File: src/rtl/fetch_pkg.sv
// Shared definitions for the cached fetch stage: FSM states, counter width
// and the address-field width helpers used by the top and the cache.
package fetch_pkg;

    typedef enum logic [1:0] {
        LOOKUP   = 2'd0,
        MISS_REQ = 2'd1,
        REFILL   = 2'd2
    } fetch_state_e;

    localparam int unsigned MISS_CNT_W = 16;

    // Word-offset field width (selects a 32-bit word within a line)
    function automatic int unsigned off_w(input int unsigned words_per_line);
        return $clog2(words_per_line);
    endfunction

    // Line-index field width
    function automatic int unsigned idx_w(input int unsigned lines);
        return $clog2(lines);
    endfunction

    // Tag field width: everything above index, offset and the byte bits
    function automatic int unsigned tag_w(input int unsigned addr_w,
                                          input int unsigned lines,
                                          input int unsigned words_per_line);
        return addr_w - idx_w(lines) - off_w(words_per_line) - 2;
    endfunction

endpackage

File: src/rtl/fetch_unit_cached_if.sv
// Pipeline-side and memory-side signals of the fetch stage. The fetch unit
// is the slave; whatever drives redirects/stalls and serves refills is the master.
interface fetch_unit_cached_if #(
    parameter int unsigned ADDR_W = 32,
    parameter int unsigned LINE_W = 128
);
    logic              Stall;
    logic              PCSrc;
    logic [ADDR_W-1:0] BranchTarget;
    logic [31:0]       Inst;
    logic [ADDR_W-1:0] PCPlus4;
    logic              InstValid;
    logic              Hit;
    logic              MemReq;
    logic [ADDR_W-1:0] MemAddr;
    logic              MemAck;
    logic [LINE_W-1:0] MemLine;
    logic [15:0]       MissCount;

    modport master (
        output Stall, PCSrc, BranchTarget, MemAck, MemLine,
        input  Inst, PCPlus4, InstValid, Hit, MemReq, MemAddr, MissCount
    );

    modport slave (
        input  Stall, PCSrc, BranchTarget, MemAck, MemLine,
        output Inst, PCPlus4, InstValid, Hit, MemReq, MemAddr, MissCount
    );
endinterface

File: src/rtl/icache_dm.sv
// Direct-mapped instruction cache storage: combinational tag/valid compare
// and word select, one synchronous whole-line write port, valid bits cleared
// synchronously on reset (tags and data are left as-is).
module icache_dm
    import fetch_pkg::*;
#(
    parameter  int unsigned LINES          = 16,
    parameter  int unsigned WORDS_PER_LINE = 4,
    parameter  int unsigned TAG_W          = 24,
    localparam int unsigned IDX_W          = idx_w(LINES),
    localparam int unsigned OFF_W          = off_w(WORDS_PER_LINE),
    localparam int unsigned LINE_W         = 32 * WORDS_PER_LINE
) (
    input  logic              clk_i,
    input  logic              rst_i,
    input  logic [IDX_W-1:0]  rd_idx_i,
    input  logic [TAG_W-1:0]  rd_tag_i,
    input  logic [OFF_W-1:0]  rd_off_i,
    output logic              hit_o,
    output logic [31:0]       word_o,
    input  logic              wr_en_i,
    input  logic [IDX_W-1:0]  wr_idx_i,
    input  logic [TAG_W-1:0]  wr_tag_i,
    input  logic [LINE_W-1:0] wr_line_i
);

    logic [LINES-1:0]  valid_q;
    logic [TAG_W-1:0]  tag_q  [LINES];
    logic [LINE_W-1:0] data_q [LINES];
    logic [LINE_W-1:0] rd_line;

    // Valid bits: cleared on reset, set when a line is written
    always_ff @(posedge clk_i) begin
        if (rst_i) begin
            valid_q <= '0;
        end else if (wr_en_i) begin
            valid_q[wr_idx_i] <= 1'b1;
        end
    end

    // Tag and data arrays: written whole-line on refill
    always_ff @(posedge clk_i) begin
        if (wr_en_i) begin
            tag_q[wr_idx_i]  <= wr_tag_i;
            data_q[wr_idx_i] <= wr_line_i;
        end
    end

    // Read port: hit detect and word select for the current PC
    always_comb begin
        rd_line = data_q[rd_idx_i];
        hit_o   = valid_q[rd_idx_i] && (tag_q[rd_idx_i] == rd_tag_i);
        word_o  = rd_line[{rd_off_i, 5'b00000} +: 32];
    end

endmodule

File: src/rtl/fetch_unit_cached.sv
// Instruction-fetch stage: PC register with redirect mux, direct-mapped L1
// I-cache, miss FSM refilling whole lines over a req/ack port, redirect
// latching during a miss, and a saturating miss counter.
module fetch_unit_cached
    import fetch_pkg::*;
#(
    parameter int unsigned       ADDR_W         = 32,
    parameter int unsigned       LINES          = 16,
    parameter int unsigned       WORDS_PER_LINE = 4,
    parameter logic [ADDR_W-1:0] RESET_PC       = '0
) (
    input logic                Clk,
    input logic                Rst,
    fetch_unit_cached_if.slave bus
);

    localparam int unsigned OFF_W  = off_w(WORDS_PER_LINE);
    localparam int unsigned IDX_W  = idx_w(LINES);
    localparam int unsigned TAG_W  = tag_w(ADDR_W, LINES, WORDS_PER_LINE);
    localparam int unsigned WPC_W  = ADDR_W - 2;
    localparam int unsigned LNUM_W = ADDR_W - 2 - OFF_W;

    // PC and redirect target are kept as word addresses; byte bits are always 0
    fetch_state_e       state_q, state_d;
    logic [WPC_W-1:0]   pcw_q, pcw_d;
    logic               pend_q, pend_d;
    logic [WPC_W-1:0]   pend_tgt_q, pend_tgt_d;
    logic [MISS_CNT_W-1:0] miss_cnt_q, miss_cnt_d;
    logic [LNUM_W-1:0]  line_q, line_d;

    logic [WPC_W-1:0]   tgt_w;
    logic               unused_tgt_lsbs;
    logic [OFF_W-1:0]   pc_off;
    logic [IDX_W-1:0]   pc_idx;
    logic [TAG_W-1:0]   pc_tag;
    logic               hit;
    logic [31:0]        word;
    logic               fill_en;

    assign tgt_w           = bus.BranchTarget[ADDR_W-1:2];
    assign unused_tgt_lsbs = ^bus.BranchTarget[1:0];
    assign pc_off          = pcw_q[OFF_W-1:0];
    assign pc_idx          = pcw_q[OFF_W +: IDX_W];
    assign pc_tag          = pcw_q[WPC_W-1 -: TAG_W];

    icache_dm #(
        .LINES          (LINES),
        .WORDS_PER_LINE (WORDS_PER_LINE),
        .TAG_W          (TAG_W)
    ) u_cache (
        .clk_i     (Clk),
        .rst_i     (Rst),
        .rd_idx_i  (pc_idx),
        .rd_tag_i  (pc_tag),
        .rd_off_i  (pc_off),
        .hit_o     (hit),
        .word_o    (word),
        .wr_en_i   (fill_en),
        .wr_idx_i  (pc_idx),
        .wr_tag_i  (pc_tag),
        .wr_line_i (bus.MemLine)
    );

    // State register and datapath registers
    always_ff @(posedge Clk) begin
        if (Rst) begin
            state_q    <= LOOKUP;
            pcw_q      <= RESET_PC[ADDR_W-1:2];
            pend_q     <= 1'b0;
            pend_tgt_q <= '0;
            miss_cnt_q <= '0;
            line_q     <= '0;
        end else begin
            state_q    <= state_d;
            pcw_q      <= pcw_d;
            pend_q     <= pend_d;
            pend_tgt_q <= pend_tgt_d;
            miss_cnt_q <= miss_cnt_d;
            line_q     <= line_d;
        end
    end

    // Next-state, next-PC, redirect latch and counter update
    always_comb begin
        state_d    = state_q;
        pcw_d      = pcw_q;
        pend_d     = pend_q;
        pend_tgt_d = pend_tgt_q;
        miss_cnt_d = miss_cnt_q;
        line_d     = line_q;
        fill_en    = 1'b0;
        unique case (state_q)
            LOOKUP: begin
                if (bus.PCSrc) begin
                    pcw_d = tgt_w;
                end else if (!hit) begin
                    state_d = MISS_REQ;
                    line_d  = pcw_q[WPC_W-1:OFF_W];
                    if (miss_cnt_q != '1) begin
                        miss_cnt_d = miss_cnt_q + MISS_CNT_W'(1);
                    end
                end else if (!bus.Stall) begin
                    pcw_d = pcw_q + WPC_W'(1);
                end
            end
            MISS_REQ: begin
                if (bus.PCSrc) begin
                    pend_d     = 1'b1;
                    pend_tgt_d = tgt_w;
                end
                // Line is written on the ack edge, since MemLine is only
                // valid then; REFILL is the cycle in which it becomes visible.
                if (bus.MemAck) begin
                    fill_en = 1'b1;
                    state_d = REFILL;
                end
            end
            REFILL: begin
                state_d = LOOKUP;
                pend_d  = 1'b0;
                if (bus.PCSrc) begin
                    pcw_d = tgt_w;
                end else if (pend_q) begin
                    pcw_d = pend_tgt_q;
                end
            end
            default: begin
                state_d = LOOKUP;
            end
        endcase
    end

    // Pipeline and memory-port outputs
    always_comb begin
        bus.InstValid = (state_q == LOOKUP) && hit && !Rst;
        bus.Hit       = (state_q == LOOKUP) && hit && !Rst;
        bus.Inst      = word;
        bus.PCPlus4   = {pcw_q + WPC_W'(1), 2'b00};
        bus.MemReq    = (state_q == MISS_REQ);
        bus.MemAddr   = {line_q, {(OFF_W + 2){1'b0}}};
        bus.MissCount = miss_cnt_q;
    end

endmodule

File: src/flat_wrapper.sv
// flat-port wrapper written by rule: the top's interface ports become plain ports
module fetch_unit_cached_flat import fetch_pkg::*;
#(
    parameter int unsigned       ADDR_W         = 32,
    parameter int unsigned       LINES          = 16,
    parameter int unsigned       WORDS_PER_LINE = 4,
    parameter logic [ADDR_W-1:0] RESET_PC       = '0
)
  (Clk, Rst, bus_Stall, bus_PCSrc, bus_BranchTarget, bus_MemAck, bus_MemLine, bus_Inst, bus_PCPlus4, bus_InstValid, bus_Hit, bus_MemReq, bus_MemAddr, bus_MissCount);
  fetch_unit_cached_if #(.ADDR_W(ADDR_W), .LINE_W((32 * (4)))) bus_i ();
  input logic Clk;
  input logic Rst;
  input wire logic [$bits(bus_i.Stall)-1:0] bus_Stall;
  input wire logic [$bits(bus_i.PCSrc)-1:0] bus_PCSrc;
  input wire logic [$bits(bus_i.BranchTarget)-1:0] bus_BranchTarget;
  input wire logic [$bits(bus_i.MemAck)-1:0] bus_MemAck;
  input wire logic [$bits(bus_i.MemLine)-1:0] bus_MemLine;
  output wire logic [$bits(bus_i.Inst)-1:0] bus_Inst;
  output wire logic [$bits(bus_i.PCPlus4)-1:0] bus_PCPlus4;
  output wire logic [$bits(bus_i.InstValid)-1:0] bus_InstValid;
  output wire logic [$bits(bus_i.Hit)-1:0] bus_Hit;
  output wire logic [$bits(bus_i.MemReq)-1:0] bus_MemReq;
  output wire logic [$bits(bus_i.MemAddr)-1:0] bus_MemAddr;
  output wire logic [$bits(bus_i.MissCount)-1:0] bus_MissCount;
  assign bus_i.Stall = bus_Stall;
  assign bus_i.PCSrc = bus_PCSrc;
  assign bus_i.BranchTarget = bus_BranchTarget;
  assign bus_i.MemAck = bus_MemAck;
  assign bus_i.MemLine = bus_MemLine;
  assign bus_Inst = bus_i.Inst;
  assign bus_PCPlus4 = bus_i.PCPlus4;
  assign bus_InstValid = bus_i.InstValid;
  assign bus_Hit = bus_i.Hit;
  assign bus_MemReq = bus_i.MemReq;
  assign bus_MemAddr = bus_i.MemAddr;
  assign bus_MissCount = bus_i.MissCount;
  fetch_unit_cached #(.ADDR_W(ADDR_W), .LINES(LINES), .WORDS_PER_LINE(WORDS_PER_LINE), .RESET_PC(RESET_PC)) u_core (.Clk(Clk), .Rst(Rst), .bus(bus_i));
endmodule
File: config.mk
export PLATFORM = sky130hd
export DESIGN_NAME = fetch_unit_cached_flat
export DESIGN_NICKNAME = d
export VERILOG_FILES = /design/src/rtl/fetch_pkg.sv /design/src/rtl/fetch_unit_cached_if.sv /design/src/rtl/icache_dm.sv /design/src/rtl/fetch_unit_cached.sv /design/src/flat_wrapper.sv
export SDC_FILE = /design/constraint.sdc
export NUM_CORES = 2
export LEC_CHECK = 0
export BUFFER_PORTS_ARGS = -buffer_cell sky130_fd_sc_hd__buf_2
export CAP_MARGIN = 10
export CORE_UTILIZATION = 56
export CTS_CLUSTER_SIZE = 12
export DETAILED_ROUTE_END_ITERATION = 8
export PLACE_DENSITY_LB_ADDON = 0.1
export SYNTH_ARGS = -nofsm -noshare
export SYNTH_HDL_FRONTEND = slang
export SYNTH_SLANG_ARGS = --single-unit
File: constraint.sdc
create_clock -name Clk -period 15.2 [get_ports Clk]
set_input_delay 3.04 -clock Clk [delete_from_list [all_inputs] [get_ports Clk]]
set_output_delay 3.04 -clock Clk [all_outputs]
set_load 0.02 [all_outputs]
Word level (Yosys, flattened, before mapping)
Memories as Yosys holds them, arrays and structs flattened. A register that Yosys moved wholly into a read port is not among the register bits.
Cells that the tools add are included.
{"block": "word_totals", "output_inout_bits": 115, "mem_count": 2, "wordCells": 66, "ff_bits": 123, "in_bits": 165, "ramBits": 2432}
{"block": "classes", "n_addsub": 2, "shifts": 1, "n_eq_ne": 11, "n_mux": 24, "order_cmp": 2, "reduce_logical": 14, "n_bitwise": 3}
{"name": "u_core.u_cache.data_q", "depth": 16, "width": 128, "rd": 1, "rd_clocked_by_memory_dff": 1, "write_ports": 1, "line": "icache_dm.sv:29", "source": "logic [LINE_W-1:0] data_q [LINES];"}
{"name": "u_core.u_cache.tag_q", "depth": 16, "width": 24, "rd": 1, "rd_clocked_by_memory_dff": 1, "write_ports": 1, "line": "icache_dm.sv:28", "source": "logic [TAG_W-1:0] tag_q [LINES];"}
{"operator": "2-to-1 mux 30 bit", "count": 5}
{"operator": "variable part select 128 x 8 -> 32 bit", "count": 1}
{"operator": "case mux 30 bit (2 select lines)", "count": 1}
{"operator": "adder 30 x 1 -> 30 bit, second input constant", "count": 1}
{"operator": "equality test 24 bit", "count": 1}
{"operator": "adder 16 x 1 -> 16 bit, second input constant", "count": 1}
{"operator": "2-to-1 mux 4 bit", "count": 4}
{"operator": "inequality test 16 bit, second input constant", "count": 1}
{"operator": "OR 16 bit", "count": 1}
{"operator": "inequality test 2 bit, second input constant", "count": 4}
{"operator": "AND reduction 4 bit", "count": 2}
{"operator": "2-to-1 mux 1 bit", "count": 7}
{"operator": "2-to-1 mux 2 bit", "count": 3}
{"operator": "inequality test 3 x 2 -> 1 bit, second input constant", "count": 2}
{"operator": "AND reduction 3 bit", "count": 2}
{"operator": "< comparator 4 x 5 -> 1 bit, second input constant", "count": 1}
{"operator": "binary-select mux 1 bit (select 4 bit)", "count": 1}
{"operator": "demux 1 bit (select 4 bit)", "count": 1}
{"operator": ">= comparator 4 x 1 -> 1 bit, second input constant", "count": 1}
{"operator": "logical AND 1 bit", "count": 4}
{"operator": "case mux 2 bit (2 select lines)", "count": 1}
{"operator": "AND reduction 2 bit", "count": 2}
{"operator": "nonzero test 2 bit", "count": 2}
{"operator": "inequality test 3 bit, second input constant", "count": 1}
{"operator": "other kinds (6)", "count": 7}

Logic depth before layout (Yosys ltp)
{"block": "logic_depth", "word_depth": 8, "mapped_depth": 16, "depth_no_buf": 10}

By module
From an unflattened synthesis, not the netlist that was laid out.
{"block": "hier_totals", "cells_unflattened": 4425, "hier_area_um2": 98657.1}
{"module": "icache_dm", "seq_area_each_um2": 73350.3, "area_per_inst_um2": 93135.6, "cells_each": 3680, "n_inst": 1}
{"module": "fetch_unit_cached", "seq_area_each_um2": 2142.1, "area_per_inst_um2": 5521.5, "cells_each": 745, "n_inst": 1}

Least setup slack after synthesis
No wires, ideal clock.
{"block": "synth_timing", "path_kind": "input to register", "startpoint": "in bus_MemAck", "endpoint": "mem u_core.u_cache.data_q[0][0], enable pin", "setup_time_ps": 852, "path_slack_ps": 562, "stages": 3, "arrival_time_ps": 13786, "n_path_buf": 0, "required_time_ps": 14348, "path_cell_list": "nand2_1 > or3_1 > nor3_1"}
{"block": "synth_via", "elab_chain_len": 4}
{"element": "from (decl)", "line": "flat_wrapper.sv:16", "source": "input wire logic [$bits(bus_i.MemAck)-1:0] bus_MemAck;"}
{"element": "2-to-1 mux 1 bit", "line": "fetch_unit_cached.sv:113", "source": "if (bus.MemAck) begin"}
{"element": "2-to-1 mux 1 bit", "line": "fetch_unit_cached.sv:92", "source": "unique case (state_q)"}
{"element": "2-to-1 mux 1 bit", "line": "icache_dm.sv:43", "source": "if (wr_en_i) begin"}
{"element": "2-to-1 mux 1 bit (implied by the code)", "line": "icache_dm.sv:45", "source": "data_q[wr_idx_i] <= wr_line_i;"}
{"element": "to (decl)", "line": "icache_dm.sv:29"}
Every way passes these cells.

==> out/results.txt <==
The flow ran to the end, and the final reports show no timing, DRC or antenna violations. The max-slew violation count was 0. In the final routed layout, each cell accounts on average for 32.1 um.

Entering global routing, the biggest net connects 160 pins. The mean area per synthesized cell was 22.7 um^2; the switching power was 3.19 mW. The commonest non-fill, non-tap cell in the layout is sky130_fd_sc_hd__edfxtp_1.

The logs give 0.260 for the worst slew margin relative to its limit and 0.634 for the end-of-flow core utilization. For the effective utilization at floorplan, the log shows 0.566. The number of gates resized after CTS was 0. Compared with the post-synthesis result, the final layout area differs by 12.0%. Leakage power summed over all cells: 34.5 nW. Origin of the worst min-delay path: u_core.pend_tgt_q[22]$_SDFFE_PP0P_. The final clock period utilization by the worst path came out at 0.649. Leaving out fill and tap cells, the most frequent cells in the layout are sky130_fd_sc_hd__edfxtp_1, sky130_fd_sc_hd__mux4_2, sky130_fd_sc_hd__clkbuf_16. The biggest fanout along the worst timing path is 55. The run gives 117,000 um as the post-detailed-placement half-perimeter wirelength. The number of antenna violations at the first check in global routing was 50. For the worst setup path, the data arrival time is 6.82 ns. The logs give 0.111 mm^2 for the final design area excluding fillers and 2,559 for the clock sink total. The worst register-to-register path has a setup slack of 8.65 ns. The later pin in the worst-skew pair is clocked with a latency of 0.91 ns. The placed instance area was 0.103 mm^2.

The switching part of the total came out at 0.215. In this run, the number of DRC markers left after iteration 0 of detailed routing was 5,392. The synthesized netlist occupies a cell area of 0.0987 mm^2. After detailed routing, the number of vias per cell comes to 6.49. Number of standard cells in the final layout excluding fillers: 7,216. The count of buffers inserted at the top-level ports was 271; the fraction of final layout cells sized beyond drive strength 1 was 0.307.

After global routing the overflow that remains totals 0. After layout, the worst setup slack is 5.34 ns. 280 I/O pins were placed.

The share of the yosys chip area belonging to registers was 0.766. The final layout contains 4,911 nets. The die is 422 um wide. The clock passes through at most 4 buffers.

For the critical path data required time, the log shows 12.16 ns. The worst path needs 9.86 ns of the cycle, external delays included. TritonCTS built the clock tree.

The worst setup path is launched from a register. The hold buffer count at CTS is 0. The worst setup path is captured at an output port. The logs give 0 for the final number of hold-violating endpoints and 0.101 GHz for the timing-limited maximum frequency. The global-route wire length before repair is 336,000 um, and the number of setup violations in the final report is 0.

The netlist uses 68 different library cells. Classification of the worst setup path: reg -> out. The logic depth of the worst register-to-register path is 12. The top-area cell type share of the netlist area was 0.740; the number of core rows was 153. Setup repair after global routing left no endpoint under its margin.

For this run, the number of Yosys warnings is 0. The DRC violations left came out at 0. The final-layout setup total negative slack is 0 ns. Yosys attributes the largest share of cell area to sky130_fd_sc_hd__edfxtp_1, sky130_fd_sc_hd__mux4_2, sky130_fd_sc_hd__dfxtp_1.

The cell count after synthesis came out at 4,344. Routability-driven placement finished with a final weighted congestion of 0.803. For the final database, setup skew stands at 0.0395 ns.

At the pin with the least slew margin, the transition time is 1.11 ns. CTS placed an instance of sky130_fd_sc_hd__clkbuf_16 at the clock tree root. The number of setup buffers added after CTS is 0. After floorplanning, the core was sized to cover 0.174 mm^2.

The number of detailed-route iterations in the first pass is 5. The run gives 14.9 mW as the overall power consumption. The fraction of synthesis flops using an asynchronous set or reset pin is 0, and the post-placement setup slack is 6.24 ns. End point of the most critical hold path: u_core.pend_tgt_q[22]$_SDFFE_PP0P_. Combinational cell fraction of total power: 0.074.

Total detailed-routing wirelength: 231,000 um. The number of enable-type register cells in the synthesized netlist is 2,432. In this run, CTS created clock tree buffers numbering 280. Overall global routing resource usage: 0.263.

Worst min-delay path class: reg -> reg. VDD sags by at most 0.000124 V. The power per cell area is 134 mW/mm^2. The detailed router placed 46,798 vias in this run. The CTS clock-pin slew for the worst setup and hold paths is 0.06 ns, and the cell count after placement is 6,787. The number of cells on the worst hold path was 2; the via count of the first global-routing pass was 47,282.

The worst hold margin is 0.451 ns, and the overall die area is 0.178 mm^2. The H-tree was split into 5 levels. The share of power burned in the clock network was 0.399; the die boundary height was 422 um. The library cell occupying the most area in the post-synthesis netlist was sky130_fd_sc_hd__edfxtp_1. Synthesis inferred 2,559 register bits. Across the run, the number of max-cap violations was 0.

The power share of the sequential group came out at 0.527. The most used flip-flop cell after synthesis is sky130_fd_sc_hd__edfxtp_1. In this run the remaining antenna-violating nets after routing total 0.

The tools report the internal power consumption as 11.7 mW.
-- kinds of logic (layout without fill, tap and decap cells) --
family	Yosys count	count (layout)	share of synthesized area
other	1	14	0.0000380
and+or+nand+nor	361	361	0.0168
buffers and inverters	281	815	0.0134
xor gates and xnor gates	60	60	0.00532
muxes	868	868	0.184
DFF	2559	2559	0.766
adders and majority gates	2	2	0.000253
AOI/OAI and AO/OA	212	212	0.0144
-- power by group through the flow --
stage          registers (mW)  logic (mW)  clock network [mW]
4_1_cts                  7.83        1.12                6.03
3_3_place_gp             7.97        1.11                   0
3_5_place_dp             7.98        1.12                   0
5_1_grt                  7.83        1.17                6.30
6_report                 7.83        1.11                5.93
2_1_floorplan            7.97       0.734                   0
-- registers in the layout, summed over array words and instances (netlist names), named ones only --
register                count
u_core.u_cache.valid_q     16
u_core.state_q              2
u_core.u_cache.tag_q      384
u_core.pend_tgt_q          30
u_core.pcw_q               30
u_core.pend_q               1
u_core.line_q              28
u_core.bus.MissCount       16
u_core.u_cache.data_q    2048
-- Yosys cell counts, types with 4 or more instances --
cell type,count
sky130_fd_sc_hd__o22ai_1,12
sky130_fd_sc_hd__or3_1,10
sky130_fd_sc_hd__a21oi_1,88
sky130_fd_sc_hd__dfxtp_1,127
sky130_fd_sc_hd__buf_2,62
sky130_fd_sc_hd__buf_6,13
sky130_fd_sc_hd__o21a_1,5
sky130_fd_sc_hd__and4_1,5
sky130_fd_sc_hd__nand4_1,11
sky130_fd_sc_hd__edfxtp_1,2432
sky130_fd_sc_hd__xnor2_1,38
sky130_fd_sc_hd__o21ai_0,12
sky130_fd_sc_hd__a311oi_1,7
sky130_fd_sc_hd__mux2_2,17
sky130_fd_sc_hd__buf_4,21
sky130_fd_sc_hd__a22oi_1,7
sky130_fd_sc_hd__o211a_1,7
sky130_fd_sc_hd__mux2i_1,90
sky130_fd_sc_hd__xor2_1,22
sky130_fd_sc_hd__and3_1,8
sky130_fd_sc_hd__o21ba_2,5
sky130_fd_sc_hd__nor3_1,16
sky130_fd_sc_hd__mux2_1,4
sky130_fd_sc_hd__a21o_1,5
sky130_fd_sc_hd__nand2_1,107
sky130_fd_sc_hd__a211oi_1,27
sky130_fd_sc_hd__nand3_1,32
sky130_fd_sc_hd__nor2_1,122
sky130_fd_sc_hd__or2_2,10
sky130_fd_sc_hd__inv_1,17
sky130_fd_sc_hd__nor3b_1,4
sky130_fd_sc_hd__nor2b_1,15
sky130_fd_sc_hd__buf_1,42
sky130_fd_sc_hd__a221oi_1,4
sky130_fd_sc_hd__clkbuf_1,124
sky130_fd_sc_hd__mux4_2,757
sky130_fd_sc_hd__nand2b_1,8
-- worst max-delay path, cell delays in order, from the launching register on --
cell and delay, ns:
sky130_fd_sc_hd__dfxtp_4 0.76, sky130_fd_sc_hd__buf_4 0.90, sky130_fd_sc_hd__buf_4 0.95, sky130_fd_sc_hd__mux2i_1 0.16, sky130_fd_sc_hd__mux4_2 0.49, sky130_fd_sc_hd__a22o_1 0.25
sky130_fd_sc_hd__xor2_1 0.14, sky130_fd_sc_hd__nand4_1 0.24, sky130_fd_sc_hd__nor4_1 0.85, sky130_fd_sc_hd__nand3_1 0.15, sky130_fd_sc_hd__nor4_1 0.69, sky130_fd_sc_hd__buf_2 0.30
-- layout make-up --
| class | instances | area [um^2] |
|---|---|---|
| repair buffers | 376 | 2320 |
| well taps | 2325 | 2910 |
| clock inverters | 60 | 264 |
| multi-input cells | 1509 | 22000 |
| flip-flops and latches | 2559 | 75600 |
| diodes | 8 | 20.0 |
| inverters | 18 | 75.1 |
| clock buffers | 361 | 7460 |
| fillers | 11664 | 63800 |
-- worst max path at each step --
| stage | startpoint | to | slack [ns] | cells after the start |
|---|---|---|---|---|
| 2_1_floorplan | bus_MemAck | u_core.u_cache.data_q[0][0]$_DFFE_PP_ | 0.56 | 3 |
| 3_3_place_gp | register | bus_InstValid | 6.29 | 11 |
| 3_5_place_dp | register | bus_Hit | 6.24 | 11 |
| 4_1_cts | register | bus_Hit | 5.27 | 11 |
| 5_1_grt | register | bus_InstValid | 5.13 | 11 |
| 6_report | register | bus_Hit | 5.34 | 11 |
-- layer usage --
metal | vias to the layer above | track usage | part of all wire
li1 | 19115 | - | -
met1 | 25535 | 0.393 | 0.43
met2 | 1755 | 0.414 | 0.49
met3 | 359 | 0.0440 | 0.069
met4 | 34 | 0.0560 | 0.018
met5 | - | 0 | 0.00087
Power figures use the tool's default switching activity.
